**src/rtl/gemm_tile_sequencer_if.sv**
```systemverilog
// Control bus between the system controller, the tile sequencer and the
// systolic datapath: descriptor/handshake plus buffer and array controls.
interface gemm_tile_sequencer_if #(
  parameter int unsigned ADDR_WIDTH = 10,
  parameter int unsigned ARRAY_N    = 16
);
  localparam int unsigned DIM_W = $clog2(ARRAY_N) + 1;

  // Descriptor and handshake
  logic                  start;
  logic                  abort;
  logic [31:0]           cfg_m;
  logic [31:0]           cfg_k;
  logic [31:0]           cfg_n;
  logic [ADDR_WIDTH-1:0] cfg_a_base;
  logic [ADDR_WIDTH-1:0] cfg_w_base;
  logic [ADDR_WIDTH-1:0] cfg_o_base;
  logic                  busy;
  logic                  done;
  logic                  err;
  logic [2:0]            phase;

  // Datapath controls
  logic                  a_buf_on;
  logic [ADDR_WIDTH-1:0] a_base_addr;
  logic [DIM_W-1:0]      a_num_rows;
  logic                  mode;
  logic                  w_buf_on;
  logic [ADDR_WIDTH-1:0] w_base_addr;
  logic [DIM_W-1:0]      w_num_cols;
  logic [2:0]            operation_signal;
  logic                  o_ag_o_on;
  logic [ADDR_WIDTH-1:0] o_base_addr;

  modport master (
    output start, abort, cfg_m, cfg_k, cfg_n, cfg_a_base, cfg_w_base, cfg_o_base,
    input  busy, done, err, phase,
    input  a_buf_on, a_base_addr, a_num_rows, mode, w_buf_on, w_base_addr,
           w_num_cols, operation_signal, o_ag_o_on, o_base_addr
  );

  modport slave (
    input  start, abort, cfg_m, cfg_k, cfg_n, cfg_a_base, cfg_w_base, cfg_o_base,
    output busy, done, err, phase,
    output a_buf_on, a_base_addr, a_num_rows, mode, w_buf_on, w_base_addr,
           w_num_cols, operation_signal, o_ag_o_on, o_base_addr
  );
endinterface

```
**src/rtl/gemm_tile_sequencer.sv**
```systemverilog
// Control FSM for one weight-stationary GEMM tile: validates a descriptor,
// preloads K weight rows, then streams M activation rows through the array
// and drains the skewed outputs. All outputs are registered.
module gemm_tile_sequencer #(
  parameter int unsigned ARRAY_N    = 16,
  parameter int unsigned ARRAY_M    = 16,
  parameter int unsigned MAX_M      = 1024,
  parameter int unsigned ADDR_WIDTH = 10,
  parameter int unsigned CNT_WIDTH  = 12
) (
  input logic                  clk,
  input logic                  reset,
  gemm_tile_sequencer_if.slave bus
);
  localparam int unsigned DIM_W = $clog2(ARRAY_N) + 1;

  localparam logic [2:0] OP_NOP      = 3'b000;
  localparam logic [2:0] OP_LOAD_WGT = 3'b001;
  localparam logic [2:0] OP_COMPUTE  = 3'b010;

  typedef enum logic [2:0] {
    S_IDLE    = 3'd0,
    S_LOAD_W  = 3'd1,
    S_COMPUTE = 3'd2,
    S_DONE    = 3'd3,
    S_ERR     = 3'd4
  } state_t;

  state_t                state, state_n;
  logic [CNT_WIDTH-1:0]  cnt, cnt_n;

  logic [CNT_WIDTH-1:0]  m_q;
  logic [DIM_W-1:0]      k_q;
  logic [DIM_W-1:0]      n_q;
  logic [ADDR_WIDTH-1:0] a_base_q, w_base_q, o_base_q;

  logic                  capture;
  logic                  cfg_ok;
  logic [CNT_WIDTH-1:0]  k_last;
  logic [CNT_WIDTH-1:0]  l_last;

  logic                  busy_q, done_q, err_q, mode_q, w_on_q, a_on_q, o_on_q;
  logic [2:0]            op_q;
  logic                  busy_n, done_n, err_n, mode_n, w_on_n, a_on_n, o_on_n;
  logic [2:0]            op_n;

  // Descriptor is sampled only from IDLE; limits are checked on the full 32 bits
  assign capture = (state == S_IDLE) && bus.start;
  assign cfg_ok  = (bus.cfg_m != 32'd0) && (bus.cfg_m <= 32'(MAX_M)) &&
                   (bus.cfg_k != 32'd0) && (bus.cfg_k <= 32'(ARRAY_N)) &&
                   (bus.cfg_n != 32'd0) && (bus.cfg_n <= 32'(ARRAY_M));

  // Last counter value of the weight-load and compute phases
  assign k_last = CNT_WIDTH'(k_q) - CNT_WIDTH'(1);
  assign l_last = m_q + CNT_WIDTH'(ARRAY_N + ARRAY_M) - CNT_WIDTH'(1);

  // State and phase-counter register
  always_ff @(posedge clk or negedge reset) begin
    if (!reset) begin
      state <= S_IDLE;
      cnt   <= '0;
    end else begin
      state <= state_n;
      cnt   <= cnt_n;
    end
  end

  // Next state, next counter and the next value of every registered output
  always_comb begin
    state_n = state;
    cnt_n   = '0;
    busy_n  = 1'b0;
    done_n  = 1'b0;
    err_n   = 1'b0;
    mode_n  = 1'b0;
    w_on_n  = 1'b0;
    a_on_n  = 1'b0;
    o_on_n  = 1'b0;
    op_n    = OP_NOP;

    case (state)
      S_IDLE:    if (bus.start) state_n = cfg_ok ? S_LOAD_W : S_ERR;
      S_LOAD_W:  if (cnt == k_last) state_n = S_COMPUTE;
      S_COMPUTE: if (cnt == l_last) state_n = S_DONE;
      S_ERR:     state_n = S_DONE;
      S_DONE:    state_n = S_IDLE;
      default:   state_n = S_IDLE;
    endcase

    if (bus.abort && (state != S_IDLE)) state_n = S_IDLE;

    if ((state_n != state) || (state_n == S_IDLE)) cnt_n = '0;
    else                                           cnt_n = cnt + CNT_WIDTH'(1);

    busy_n = (state_n != S_IDLE);
    case (state_n)
      S_LOAD_W: begin
        mode_n = 1'b1;
        w_on_n = 1'b1;
        op_n   = OP_LOAD_WGT;
      end
      S_COMPUTE: begin
        op_n   = OP_COMPUTE;
        a_on_n = (cnt_n < m_q);
        // Output window covers column skew plus the SIMD register stage
        o_on_n = (cnt_n >= CNT_WIDTH'(ARRAY_N + 1)) && (cnt_n <= l_last);
      end
      S_DONE: begin
        done_n = 1'b1;
        err_n  = (state == S_ERR);
      end
      default: ;
    endcase
  end

  // Latched descriptor fields
  always_ff @(posedge clk or negedge reset) begin
    if (!reset) begin
      m_q      <= '0;
      k_q      <= '0;
      n_q      <= '0;
      a_base_q <= '0;
      w_base_q <= '0;
      o_base_q <= '0;
    end else if (capture) begin
      m_q      <= CNT_WIDTH'(bus.cfg_m);
      k_q      <= DIM_W'(bus.cfg_k);
      n_q      <= DIM_W'(bus.cfg_n);
      a_base_q <= bus.cfg_a_base;
      w_base_q <= bus.cfg_w_base;
      o_base_q <= bus.cfg_o_base;
    end
  end

  // Registered control outputs, aligned with the state register
  always_ff @(posedge clk or negedge reset) begin
    if (!reset) begin
      busy_q <= 1'b0;
      done_q <= 1'b0;
      err_q  <= 1'b0;
      mode_q <= 1'b0;
      w_on_q <= 1'b0;
      a_on_q <= 1'b0;
      o_on_q <= 1'b0;
      op_q   <= OP_NOP;
    end else begin
      busy_q <= busy_n;
      done_q <= done_n;
      err_q  <= err_n;
      mode_q <= mode_n;
      w_on_q <= w_on_n;
      a_on_q <= a_on_n;
      o_on_q <= o_on_n;
      op_q   <= op_n;
    end
  end

  assign bus.busy             = busy_q;
  assign bus.done             = done_q;
  assign bus.err              = err_q;
  assign bus.phase            = state;
  assign bus.a_buf_on         = a_on_q;
  assign bus.a_base_addr      = a_base_q;
  assign bus.a_num_rows       = k_q;
  assign bus.mode             = mode_q;
  assign bus.w_buf_on         = w_on_q;
  assign bus.w_base_addr      = w_base_q;
  assign bus.w_num_cols       = n_q;
  assign bus.operation_signal = op_q;
  assign bus.o_ag_o_on        = o_on_q;
  assign bus.o_base_addr      = o_base_q;
endmodule

```
**src/flat_wrapper.sv**
```systemverilog
// flat-port wrapper written by rule: the top's interface ports become plain ports
module gemm_tile_sequencer_flat 
#(
  parameter int unsigned ARRAY_N    = 16,
  parameter int unsigned ARRAY_M    = 16,
  parameter int unsigned MAX_M      = 1024,
  parameter int unsigned ADDR_WIDTH = 10,
  parameter int unsigned CNT_WIDTH  = 12
)
  (clk, reset, bus_start, bus_abort, bus_cfg_m, bus_cfg_k, bus_cfg_n, bus_cfg_a_base, bus_cfg_w_base, bus_cfg_o_base, bus_busy, bus_done, bus_err, bus_phase, bus_a_buf_on, bus_a_base_addr, bus_a_num_rows, bus_mode, bus_w_buf_on, bus_w_base_addr, bus_w_num_cols, bus_operation_signal, bus_o_ag_o_on, bus_o_base_addr);
  gemm_tile_sequencer_if #(.ADDR_WIDTH(ADDR_WIDTH), .ARRAY_N(ARRAY_N)) bus_i ();
  input logic clk;
  input logic reset;
  input wire logic [$bits(bus_i.start)-1:0] bus_start;
  input wire logic [$bits(bus_i.abort)-1:0] bus_abort;
  input wire logic [$bits(bus_i.cfg_m)-1:0] bus_cfg_m;
  input wire logic [$bits(bus_i.cfg_k)-1:0] bus_cfg_k;
  input wire logic [$bits(bus_i.cfg_n)-1:0] bus_cfg_n;
  input wire logic [$bits(bus_i.cfg_a_base)-1:0] bus_cfg_a_base;
  input wire logic [$bits(bus_i.cfg_w_base)-1:0] bus_cfg_w_base;
  input wire logic [$bits(bus_i.cfg_o_base)-1:0] bus_cfg_o_base;
  output wire logic [$bits(bus_i.busy)-1:0] bus_busy;
  output wire logic [$bits(bus_i.done)-1:0] bus_done;
  output wire logic [$bits(bus_i.err)-1:0] bus_err;
  output wire logic [$bits(bus_i.phase)-1:0] bus_phase;
  output wire logic [$bits(bus_i.a_buf_on)-1:0] bus_a_buf_on;
  output wire logic [$bits(bus_i.a_base_addr)-1:0] bus_a_base_addr;
  output wire logic [$bits(bus_i.a_num_rows)-1:0] bus_a_num_rows;
  output wire logic [$bits(bus_i.mode)-1:0] bus_mode;
  output wire logic [$bits(bus_i.w_buf_on)-1:0] bus_w_buf_on;
  output wire logic [$bits(bus_i.w_base_addr)-1:0] bus_w_base_addr;
  output wire logic [$bits(bus_i.w_num_cols)-1:0] bus_w_num_cols;
  output wire logic [$bits(bus_i.operation_signal)-1:0] bus_operation_signal;
  output wire logic [$bits(bus_i.o_ag_o_on)-1:0] bus_o_ag_o_on;
  output wire logic [$bits(bus_i.o_base_addr)-1:0] bus_o_base_addr;
  assign bus_i.start = bus_start;
  assign bus_i.abort = bus_abort;
  assign bus_i.cfg_m = bus_cfg_m;
  assign bus_i.cfg_k = bus_cfg_k;
  assign bus_i.cfg_n = bus_cfg_n;
  assign bus_i.cfg_a_base = bus_cfg_a_base;
  assign bus_i.cfg_w_base = bus_cfg_w_base;
  assign bus_i.cfg_o_base = bus_cfg_o_base;
  assign bus_busy = bus_i.busy;
  assign bus_done = bus_i.done;
  assign bus_err = bus_i.err;
  assign bus_phase = bus_i.phase;
  assign bus_a_buf_on = bus_i.a_buf_on;
  assign bus_a_base_addr = bus_i.a_base_addr;
  assign bus_a_num_rows = bus_i.a_num_rows;
  assign bus_mode = bus_i.mode;
  assign bus_w_buf_on = bus_i.w_buf_on;
  assign bus_w_base_addr = bus_i.w_base_addr;
  assign bus_w_num_cols = bus_i.w_num_cols;
  assign bus_operation_signal = bus_i.operation_signal;
  assign bus_o_ag_o_on = bus_i.o_ag_o_on;
  assign bus_o_base_addr = bus_i.o_base_addr;
  gemm_tile_sequencer #(.ARRAY_N(ARRAY_N), .ARRAY_M(ARRAY_M), .MAX_M(MAX_M), .ADDR_WIDTH(ADDR_WIDTH), .CNT_WIDTH(CNT_WIDTH)) u_core (.clk(clk), .reset(reset), .bus(bus_i));
endmodule
```
**config.mk**
```make
export PLATFORM = sky130hd
export DESIGN_NAME = gemm_tile_sequencer_flat
export DESIGN_NICKNAME = d
export VERILOG_FILES = /design/src/rtl/gemm_tile_sequencer_if.sv /design/src/rtl/gemm_tile_sequencer.sv /design/src/flat_wrapper.sv
export SDC_FILE = /design/constraint.sdc
export NUM_CORES = 1
export LEC_CHECK = 0
export ABC_AREA = 0
export CAP_MARGIN = 20
export CORE_UTILIZATION = 44
export DETAILED_ROUTE_END_ITERATION = 8
export GPL_TIMING_DRIVEN = 0
export PLACE_DENSITY = 0.81
export SYNTH_ARGS = -nofsm -noshare
export SYNTH_HDL_FRONTEND = slang
export SYNTH_SLANG_ARGS = --single-unit
```
**constraint.sdc**
```tcl
create_clock -name clk -period 5.5 [get_ports clk]
set_input_delay 0.55 -clock clk [delete_from_list [all_inputs] [get_ports clk]]
set_output_delay 0.55 -clock clk [all_outputs]
set_load 0.02 [all_outputs]
```
# --- Word-level counts from Yosys, hierarchy flattened ---
# Cells that the tools add are included.
totals:
  mem_count: 0
  latch_bits: 0
  input_bits: 130
  ramBits: 0
  wordCells: 63
  output_inout_bits: 53
  regBits: 75
  romBits: 0
op_classes:
  eq_ne: 9
  magnitude_cmp: 6
  n_bitwise: 0
  n_reduce_logical: 16
  mul: 0
  div: 0
  n_addsub: 4
  n_mux: 13
  shifts: 0
ops:
  columns: ["op", "count"]
  rows:
  - ["$reduce_bool A32 Y1", 3]
  - ["$le A32 B5 Y1 const B", 2]
  - ["$le A32 B11 Y1 const B", 1]
  - ["$eq A12 B12 Y1", 2]
  - ["$mux W3", 5]
  - ["$add A12 B1 Y12 const B", 1]
  - ["$add A12 B6 Y12 const B", 1]
  - ["$ge A12 B5 Y1 const B", 1]
  - ["$le A12 B12 Y1", 1]
  - ["$lt A12 B12 Y1", 1]
  - ["$mux W12", 1]
  - ["$pmux W3 S4", 1]
  - ["$sub A12 B1 Y12 const B", 1]
  - ["$eq A3 B2 Y1 const B", 3]
  - ["$logic_and A1 B1 Y1", 8]
  - ["$eq A3 B1 Y1 const B", 2]
  - ["$logic_not A3 Y1", 2]
  - ["$reduce_bool A3 Y1", 2]
  - ["$sub A5 B1 Y6 const B", 1]
  - ["$mux W1", 5]
  - ["$pmux W2 S2", 1]
  - ["$eq A3 B3 Y1 const B", 1]
  - ["$ne A3 B3 Y1", 1]
  - ["$logic_or A1 B1 Y1", 1]

# --- Logic depth before layout (Yosys ltp) ---
# Gate-level depths: netlist of run 1.
logic_depth:
  word_depth: 16
  ltp_mapped: 18
  ltp_nobuf: 17

# --- Least setup slack after synthesis of run 1 ---
# Ideal clock, no wire load.
synth_path:
  path_kind: "register -> register"
  start: "reg u_core.m_q[0]"
  end: "reg u_core.a_on_q, in the netlist u_core.bus.a_buf_on"
  period_less_slack_ns: 3.969
  setup_slack_ns: 1.531
  required_time_ns: 5.395
  path_buffers: 1
  setup_ns: 0.105
  arrival_ns: 3.864
  path_stages_with_launch: 19
  path_cell_list: "dfrtp_1 inv_1 ha_1 nor4b_4 or3_1 a211o_1 a211o_1 or4_4 a31oi_2 buf_4 nor3_1 ha_1 nor2b_1 o21a_1 o21ai_0 a21oi_1 o31ai_1 a21oi_1 nor4b_1"
synth_via:
  elab_chain_len: 11
  word_cells_on_any_way: 13
  cone_classes: "2 x add/sub; 1 x order compare; 3 x eq/ne; 5 x mux; 2 x reduce/logical"
synth_rtl:
  columns: ["item", "line", "text"]
  rows:
  - ["start, declared", "gemm_tile_sequencer.sv:32", "logic [CNT_WIDTH-1:0] m_q;"]
  - ["start signal, assigned", "gemm_tile_sequencer.sv:126", "m_q <= CNT_WIDTH'(bus.cfg_m);"]
  - ["$add A12 B6 Y12 (*)", "gemm_tile_sequencer.sv:55", "assign l_last = m_q + CNT_WIDTH'(ARRAY_N + ARRAY_M) - CNT_WIDTH'(1);"]
  - ["$sub A12 B1 Y12 (*)", "gemm_tile_sequencer.sv:55", null]
  - ["$eq A12 B12 Y1 (*)", "gemm_tile_sequencer.sv:84", "S_COMPUTE: if (cnt == l_last) state_n = S_DONE;"]
  - ["$mux W3 (*)", "gemm_tile_sequencer.sv:84", null]
  - ["$pmux W3 S4 (*)", "gemm_tile_sequencer.sv:81", "case (state)"]
  - ["$mux W3 (*)", "gemm_tile_sequencer.sv:90", "if (bus.abort && (state != S_IDLE)) state_n = S_IDLE;"]
  - ["$ne A3 B3 Y1 / $logic_not A3 Y1 (equally long branches)", "gemm_tile_sequencer.sv:92", "if ((state_n != state) || (state_n == S_IDLE)) cnt_n = '0;"]
  - ["$logic_or A1 B1 Y1 (*)", "gemm_tile_sequencer.sv:92", null]
  - ["$mux W12 (*)", "gemm_tile_sequencer.sv:92", null]
  - ["net u_core.cnt_n[1]", "gemm_tile_sequencer.sv:30", "logic [CNT_WIDTH-1:0] cnt, cnt_n;"]
  - ["$lt A12 B12 Y1 (*)", "gemm_tile_sequencer.sv:104", "a_on_n = (cnt_n < m_q);"]
  - ["$mux W1 (*)", "gemm_tile_sequencer.sv:96", "case (state_n)"]
  - ["net u_core.a_on_n", "gemm_tile_sequencer.sv:44", "logic busy_n, done_n, err_n, mode_n, w_on_n, a_on_n, o_on_n;"]
  - ["end signal, assigned", "gemm_tile_sequencer.sv:152", "a_on_q <= a_on_n;"]
  - ["end, declared", "gemm_tile_sequencer.sv:42", "logic busy_q, done_q, err_q, mode_q, w_on_q, a_on_q, o_on_q;"]
# Mark *: on every way through the listed nets, which the timed path passes. The rest lies on a longest branch.
# A chain may end at the register's enable or synchronous reset.

# --- Final worst setup path of run 1 ---
# Same ends and word-level chain as after synthesis.

==> results of run 1 <==
-- area by class of cell --
class	count	area share, %
repair buffers	182	27.2
inverters	20	1.11
flip-flops and latches	75	27.8
well taps	133	2.46
clock inverters	5	0.907
clock buffers	11	1.94
multi-input cells	327	36.8
plain buffers	28	1.83
-- per-stage QoR --
step | cells | util, % | instance area [um2] | worst slack, ps | hold slack (ps)
3_3_place_gp | 764 | 66.0 | 6550 | 882 | 491
3_5_place_dp | 765 | 66.3 | 6570 | 788 | 495
4_1_cts | 781 | 68.2 | 6760 | 736 | 120
2_1_floorplan | 450 | - | 4570 | 1530 | 254
6_report | 781 | 68.2 | 6760 | 693 | 123
5_1_grt | 781 | 68.2 | 6760 | 442 | 135
-- per-layer routing --
metal	up-vias	GRT usage [%]
li1	2026	-
met1	2037	29.6
met2	199	47.3
met3	35	4.20
met4	0	13.4
met5	-	0
-- cell usage after synthesis (all sizes together) (4+ instances only) --
library cell  count  area, um2
xnor3             4       90.1
xnor2            24        210
inv              20       75.1
o21ai            21        105
a31oi             7       50.1
buf               9       52.6
nand2            27        101
or3               8       50.1
nor4             23        144
nand4            11       68.8
ha               27        338
clkbuf           19       71.3
xor2             12        105
nor2             20       75.1
mux2             39        439
dfrtp            75       1880
nor2b             7       43.8
nor3             30        155
nand3             7       35.0
a21oi             6       30.0
-- sequential cells by signal, indices dropped and copies added, names as in the netlist, 2 cells and up --
signal and count:
u_core.bus.a_base_addr 10, u_core.bus.a_num_rows 5, u_core.bus.o_base_addr 10, u_core.bus.operation_signal 2, u_core.bus.phase 3, u_core.bus.w_base_addr 10, u_core.bus.w_num_cols 5, u_core.cnt 12
u_core.m_q 12
-- report_power, final --
group	switching, mW	internal (mW)	leakage, nW
registers	0.159	0.772	0.930
clock network	0.212	0.213	0.0979
logic	0.872	0.858	1.72
total	1.24	1.84	2.75
-- cell families (layout without fill, tap and decap cells) --
logic type | Yosys count | count (layout) | synth area share, %
DFF | 75 | 75 | 41.1
buffers and inverters | 48 | 246 | 4.36
muxes | 41 | 41 | 10.1
and+or+nand+nor | 155 | 155 | 18.7
other | 1 | 1 | 0.0821
adders and majority gates | 28 | 28 | 7.62
AOI/OAI and AO/OA | 62 | 62 | 9.23
xor gates and xnor gates | 40 | 40 | 8.88
-- worst min-delay path by stage --
stage / startpoint / end / slack [ps] / cells after the start
after floorplan: reset / u_core.bus.a_base_addr[0] / 250 / 0
after global placement: u_core.bus.a_base_addr[0] / u_core.bus.a_base_addr[0] / 490 / 1
after detailed placement: u_core.bus.w_base_addr[2] / u_core.bus.w_base_addr[2] / 490 / 1
after CTS: reset / u_core.bus.phase[2] / 120 / 1
after global routing: reset / u_core.bus.o_base_addr[1] / 130 / 1
final: reset / u_core.bus.phase[2] / 120 / 1
==> flow_metrics.env, run 1 <==
export IMPL_dr_pass1_iters=5
export IMPL_diodes=0
export IMPL_multi_input_area_um2=2490
export IMPL_syn_avg_cell_area_um2=10.1
export IMPL_gp_congestion=0.893
export IMPL_setup_worst_path_start_class="register"
export IMPL_die_area_um2=10800
export IMPL_slowest_delay_ps=440
export IMPL_cap_violations=0
export IMPL_synth_area_um2=4570
export IMPL_nets=800
export IMPL_numCtsBuffers=9
export IMPL_crit_type="reg -> reg"
export IMPL_r2r_start="u_core.m_q[0]"
export IMPL_via_per_inst=5.50
export IMPL_start_util_pct=46.1
export IMPL_finalSetupViolations=0
export IMPL_cp_end_kind="register"
export IMPL_yosys_cell_types_count=62
export IMPL_path_delay_family="compound AO/OA/AOI/OAI gates"
export IMPL_cts_tree="built"
export IMPL_fill_cells=770
export IMPL_timing_critical_path_buf_inv=2
export IMPL_r2r_slack_ps=690
export IMPL_final_cell_mix="clkdlybuf4s50_1 (180), dfrtp_1 (75), mux2_2 (39), nor3_1 (29)"
export IMPL_post_cts_buffers=0
export IMPL_cp_required_ps=5720
export IMPL_ys_seq_elements=75
export IMPL_synthFlopType="dfrtp_1"
export IMPL_max_clock_freq_mhz=208
export IMPL_tns_ps=0
export IMPL_r2r_cells=18
export IMPL_htree_levels=3
export IMPL_cts_resized=0
export IMPL_ys_async_sr_fraction_pct=100
export IMPL_relSlewSlack_pct=44.1
export IMPL_timing_critical_path_fanout_max=10
export IMPL_grt_first_pass_wirelength_um=22100
export IMPL_drc_errors=0
export IMPL_rsz0062_at_grt="no"
export IMPL_met2WireLength_um=7010
export IMPL_cp_depth=18
export IMPL_overflow=0
export IMPL_leakagePower_nw=2.75
export IMPL_vias=4297
export IMPL_r2r_end="u_core.bus.a_buf_on"
export IMPL_yosys_warnings=0
export IMPL_wl_um=13400
export IMPL_slew_violations=0
export IMPL_finalCritPeriodShare_pct=87.4
export IMPL_hold_viol=0
export IMPL_top_layer_used="met4"
export IMPL_crit_chain="inv_1, ha_1, xor2_1, o2111ai_1, a2111o_1, a211o_1, or4_4, a31oi_2, buf_4, nor3_1, ha_1, nor2b_1, o21a_1, o21ai_0, a21oi_1, o31ai_1, a21oi_1, nor4b_1"
export IMPL_drt_iter0_drc=197
export IMPL_min_path_type="in -> async"
export IMPL_clock_latency_ps=350
export IMPL_clk_pin_slew_worst_paths_ps=90
export IMPL_grt_max_degree=48
export IMPL_crit_path_start="u_core.m_q[0]"
export IMPL_antenna_found_initial=0
export IMPL_chipWidth_um=104
export IMPL_p_total_mw=3.09
export IMPL_status="finished clean"
export IMPL_synthCells=450
export IMPL_wl_met1_um=5130
export IMPL_grt_pass1_vias=4598
export IMPL_regArea_um2=1880
export IMPL_power_density_nw_per_um2=456
export IMPL_grtUsageTotal_pct=26.1
export IMPL_finClkSkew_ps=18.9
export IMPL_area_growth_pct=48.1
export IMPL_wl_met3_um=812
export IMPL_fin_crit_ps=4810
export IMPL_die_y_um=104
export IMPL_cts_root_buf="clkbuf_8"
export IMPL_wl_per_cell_um=17.2
export IMPL_place_detailed_hpwl_um=10900
export IMPL_clockBufferDepth=2
export IMPL_io_buffers=181
export IMPL_placementRows=36
export IMPL_synth_edf_count=0
export IMPL_clock_sinks=75
export IMPL_synth_nets=607
export IMPL_worst_pin_slew_ps=827
export IMPL_ios=183
export IMPL_crit_slowest_cell="dfrtp_1"
export IMPL_final_common_cell="clkdlybuf4s50_1"
export IMPL_crit_path_end="u_core.bus.a_buf_on"
export IMPL_cp_arrival_ps=5030
export IMPL_drive_gt1_share_pct=11.0
export IMPL_design_core_area_um2=9910
export IMPL_seq_area_frac_synth_pct=41.1
export IMPL_ctsHoldBuffers=0
export IMPL_ir_drop_v=0.000297
export IMPL_ant_nets=0
Note: power is estimated with default switching activity, not from simulation.
==> inputs of run 2 (changes only) <==
Settings changed: PLACE_DENSITY 0.81 to 0.92.
==> run 2 against run 1 <==
  * Critical path depth unchanged
  * First-iteration DRC count up 30%
  * Largest power group unchanged
  * Highest routed layer unchanged
  * Core utilization down 0.10 points
  * Worst hold slack better by 38 ps
  * Wire length up 2.6%
  * Global-route usage up 0.33 points
  * Critical endpoint unchanged
==> flow_metrics.env, run 2 (synthesized netlist as in run 1, its figures left out) <==
export IMPL_placementRows=36
export IMPL_cp_arrival_ps=5110
export IMPL_grt_first_pass_wirelength_um=22300
export IMPL_p_total_mw=3.07
export IMPL_place_detailed_hpwl_um=11300
export IMPL_chipWidth_um=104
export IMPL_final_cell_mix="clkdlybuf4s50_1 (180), dfrtp_1 (75), mux2_2 (39), nor3_1 (29)"
export IMPL_slew_violations=0
export IMPL_cp_end_kind="register"
export IMPL_post_cts_buffers=0
export IMPL_tns_ps=0
export IMPL_cp_required_ps=5730
export IMPL_worst_pin_slew_ps=880
export IMPL_ctsHoldBuffers=0
export IMPL_fin_hold_ws_ps=160
export IMPL_via_per_inst=5.48
export IMPL_path_delay_family="compound AO/OA/AOI/OAI gates"
export IMPL_leakagePower_nw=2.74
export IMPL_fill_cells=728
export IMPL_gp_congestion=0.941
export IMPL_clockBufferDepth=2
export IMPL_rsz0062_at_grt="no"
export IMPL_nets=800
export IMPL_wl_per_cell_um=17.6
export IMPL_clock_sinks=75
export IMPL_final_common_cell="clkdlybuf4s50_1"
export IMPL_cts_resized=0
export IMPL_design_core_area_um2=9910
export IMPL_relSlewSlack_pct=40.5
export IMPL_cts_root_buf="clkbuf_8"
export IMPL_finalSetupViolations=0
export IMPL_clk_pin_slew_worst_paths_ps=90
export IMPL_diodes=0
export IMPL_drt_iter0_drc=256
export IMPL_slowest_delay_ps=440
export IMPL_wl_um=13800
export IMPL_largest_registers="u_core.cnt (12), u_core.m_q (12)"
export IMPL_r2r_end="u_core.bus.a_buf_on"
export IMPL_min_path_type="in -> async"
export IMPL_numCtsBuffers=9
export IMPL_status="finished clean"
export IMPL_dp_cells=765
export IMPL_r2r_slack_ps=620
export IMPL_grtUsageTotal_pct=26.5
export IMPL_antenna_found_initial=0
export IMPL_fin_util_pct=68.1
export IMPL_crit_type="reg -> reg"
export IMPL_die_y_um=104
export IMPL_fin_crit_ps=4880
export IMPL_clock_latency_ps=370
export IMPL_grt_pass1_vias=4537
export IMPL_cts_tree="built"
export IMPL_die_area_um2=10800
export IMPL_crit_chain="inv_1, ha_1, nor4b_4, o21ai_0, a211o_1, a211o_1, or4_4, a31oi_2, buf_4, nor3_1, ha_1, nor2b_1, o21a_1, o21ai_0, a21oi_1, o31ai_1, a21oi_1, nor4b_1"
export IMPL_dr_pass1_iters=4
export IMPL_r2r_cells=18
export IMPL_start_util_pct=46.1
export IMPL_timing_critical_path_buf_inv=2
export IMPL_drc_errors=0
export IMPL_crit_slowest_cell="dfrtp_1"
export IMPL_hold_viol=0
export IMPL_finalCritPeriodShare_pct=88.7
export IMPL_drive_gt1_share_pct=11.3
export IMPL_ir_drop_v=0.000332
export IMPL_max_clock_freq_mhz=205
export IMPL_power_density_nw_per_um2=455
export IMPL_ant_nets=0
export IMPL_htree_levels=3
export IMPL_overflow=0
export IMPL_io_buffers=181
export IMPL_setup_worst_path_start_class="register"
export IMPL_cap_violations=0
export IMPL_r2r_start="u_core.m_q[0]"
export IMPL_timing_critical_path_fanout_max=10
export IMPL_vias=4282
export IMPL_grt_max_degree=76
export IMPL_stdcell_count=781
export IMPL_finClkSkew_ps=12.1
export IMPL_ios=183
export IMPL_area_growth_pct=47.9
## run 2: routing by layer
| layer | share of wire (%) | vias to the layer above | GRT usage [%] |
|---|---|---|---|
| met5 | 0 | - | 0 |
| li1 | - | 2031 | - |
| met4 | 3.4 | 0 | 12.9 |
| met1 | 37 | 2039 | 29.3 |
| met3 | 6.0 | 38 | 5.76 |
| met2 | 53 | 174 | 47.8 |
## run 2: worst max path at each step
stage	from	to	slack (ps)	cells after the start
6_report	u_core.m_q[0]	u_core.bus.a_buf_on	620	18
5_1_grt	u_core.m_q[0]	u_core.bus.a_buf_on	350	18
4_1_cts	u_core.m_q[0]	u_core.bus.a_buf_on	670	18
3_5_place_dp	u_core.m_q[0]	u_core.bus.a_buf_on	710	18
3_3_place_gp	u_core.m_q[0]	u_core.bus.a_buf_on	890	18
2_1_floorplan	u_core.m_q[0]	u_core.bus.a_buf_on	1530	18
## run 2: metrics by stage
step / area (um2) / worst slack [ps]
after detailed placement: 6570 / 709
after global routing: 6750 / 354
after CTS: 6750 / 671
after floorplan: 4570 / 1530
final: 6750 / 622
after global placement: 6550 / 893
## run 2: area by class of cell
class	instances	area, um2	share of cell area [%]
Buffer	28	124	1.83
Inverter	20	75.1	1.11
Clock buffer	9	124	1.83
Multi-Input combinational cell	327	2490	36.9
Clock inverter	7	58.8	0.871
Timing Repair Buffer	182	1840	27.2
Sequential cell	75	1880	27.8
Tap cell	133	166	2.46
## run 2: power by group
part / internal (mW) / leakage (nW) / switching, mW
registers: 0.772 / 0.930 / 0.162
clock network: 0.171 / 0.0921 / 0.233
logic: 0.857 / 1.72 / 0.876
==> inputs of run 3 (changes only) <==
Settings changed: REMOVE_ABC_BUFFERS set to 1.
==> run 3 against run 2 <==
  * Worst hold slack lost 34 ps
  * Setup slack gained 41 ps
  * Count of clock-buffer cells in the layout grew 1
  * Sequential cell count is the same
  * Combinational power shrank 5%
==> flow_metrics.env, run 3 (synthesized netlist as in run 1, its figures left out) <==
export IMPL_cap_violations=0
export IMPL_slowest_delay_ps=560
export IMPL_design_core_area_um2=9910
export IMPL_start_util_pct=46.1
export IMPL_die_area_um2=10800
export IMPL_r2r_start="u_core.m_q[0]"
export IMPL_tns_ps=0
export IMPL_placementRows=36
export IMPL_r2r_end="u_core.bus.a_buf_on"
export IMPL_wl_um=13000
export IMPL_area_growth_pct=47.5
export IMPL_grtUsageTotal_pct=25.1
export IMPL_die_y_um=104
export IMPL_ir_drop_v=0.000338
export IMPL_clock_latency_ps=360
export IMPL_ctsHoldBuffers=0
export IMPL_nets=779
export IMPL_crit_type="reg -> reg"
export IMPL_timing_critical_path_buf_inv=1
export IMPL_crit_slowest_cell="a31oi_2"
export IMPL_fin_hold_ws_ps=127
export IMPL_grt_pass1_vias=4377
export IMPL_ios=183
export IMPL_r2r_cells=17
export IMPL_chipWidth_um=104
export IMPL_overflow=0
export IMPL_numCtsBuffers=9
export IMPL_diodes=0
export IMPL_fin_crit_ps=4840
export IMPL_finalSetupViolations=0
export IMPL_path_delay_family="compound AO/OA/AOI/OAI gates"
export IMPL_drt_iter0_drc=202
export IMPL_place_detailed_hpwl_um=10600
export IMPL_p_total_mw=3.14
export IMPL_postLayoutSetupSlackWorst_ps=663
export IMPL_io_buffers=181
export IMPL_place_area_um2=6500
export IMPL_status="finished clean"
export IMPL_r2r_slack_ps=660
export IMPL_htree_levels=3
export IMPL_fill_cells=741
export IMPL_rsz0062_at_grt="no"
export IMPL_cts_resized=0
export IMPL_timing_critical_path_fanout_max=13
export IMPL_final_cell_mix="clkdlybuf4s50_1 (180), dfrtp_1 (75), mux2_2 (39), nor3_1 (29)"
export IMPL_cp_end_kind="register"
export IMPL_power_density_nw_per_um2=466
export IMPL_clk_pin_slew_worst_paths_ps=70
export IMPL_fin_area_um2=6730
export IMPL_crit_chain="inv_1, ha_1, xor2_1, o2111ai_1, a2111o_1, a211o_1, or4_4, a31oi_2, nor3_1, ha_1, nor2b_1, o21a_1, o21ai_0, a21oi_1, o31ai_1, a21oi_1, nor4b_1"
export IMPL_grt_first_pass_wirelength_um=21500
export IMPL_min_path_type="in -> async"
export IMPL_place_ws_ps=776
export IMPL_post_cts_buffers=0
export IMPL_drive_gt1_share_pct=11.5
export IMPL_grt_max_degree=45
export IMPL_clock_sinks=75
export IMPL_via_per_inst=5.48
export IMPL_cts_tree="built"
export IMPL_antenna_found_initial=0
export IMPL_cts_root_buf="clkbuf_8"
export IMPL_max_clock_freq_mhz=207
export IMPL_vias=4152
export IMPL_drc_errors=0
export IMPL_leakagePower_nw=2.74
export IMPL_hold_viol=0
export IMPL_slew_violations=0
export IMPL_dr_pass1_iters=5
export IMPL_setup_worst_path_start_class="register"
export IMPL_cp_arrival_ps=5090
export IMPL_cp_required_ps=5760
export IMPL_ant_nets=0
export IMPL_clockBufferDepth=2
export IMPL_gp_congestion=0.914
export IMPL_final_common_cell="clkdlybuf4s50_1"
export IMPL_finalCritPeriodShare_pct=87.9
export IMPL_finClkSkew_ps=9.35
export IMPL_relSlewSlack_pct=51.1
export IMPL_largest_registers="u_core.cnt (12), u_core.m_q (12)"
export IMPL_worst_pin_slew_ps=716
export IMPL_wl_per_cell_um=17.2
-- run 3: cell types whose count changed in the layout (fill, tap and decap cells not counted), sizes merged --
cell      previous run  this run
clkbuf              28        10
bufinv               0         3
clkinvlp             1         0
clkinv               3         0
inv                 23        21
buf                 11         9
-- run 3: area by class of cell --
| type | instances | area (um2) | area share, % |
|---|---|---|---|
| Clock inverter | 4 | 98.8 | 1.47 |
| Timing Repair Buffer | 189 | 1880 | 27.9 |
| Multi-Input combinational cell | 327 | 2500 | 37.1 |
| Inverter | 20 | 75.1 | 1.11 |
| Tap cell | 133 | 166 | 2.47 |
| Clock buffer | 10 | 138 | 2.04 |
| Sequential cell | 75 | 1880 | 27.9 |
-- run 3: metal layers --
metal	track usage (%)	share of wire (%)	routed length [um]
met1	30.8	41	5400
met2	43.0	51	6590
met3	4.32	5.2	675
met4	11.2	2.8	367
met5	0	0	0
-- run 3: power by group --
| part | total, mW | switching (mW) | internal (mW) |
|---|---|---|---|
| sequential | 0.977 | 0.204 | 0.772 |
| clock | 0.513 | 0.203 | 0.310 |
| combinational | 1.65 | 0.794 | 0.853 |
-- run 3: metrics by stage --
stage	cells	util, %
global placement	736	64.8
floorplan	422	-
finish	758	68.0
global route	758	68.0
CTS	758	68.0
detailed placement	744	65.6
-- run 3: worst max path at each step --
stage,startpoint,slack (ps),depth (start not counted),end
after global routing,u_core.m_q[0],410,17,u_core.bus.a_buf_on
after floorplan,u_core.bus.phase[1],-1920,4,u_core.bus.mode
after global placement,bus_start,-4780,4,u_core.m_q[11]
after detailed placement,u_core.m_q[0],780,17,u_core.bus.a_buf_on
final,u_core.m_q[0],660,17,u_core.bus.a_buf_on
after CTS,u_core.m_q[0],720,17,u_core.bus.a_buf_on
-- run 3: worst register-to-register path: cells and delay by family (launching register included) --
| kind | cells | cell delay, ps |
|---|---|---|
| AOI/OAI and AO/OA | 9 | 2270 |
| xor gates and xnor gates | 1 | 190 |
| adders and majority gates | 2 | 660 |
| buffers and inverters | 1 | 130 |
| DFF | 1 | 450 |
| and+or+nand+nor | 4 | 1040 |
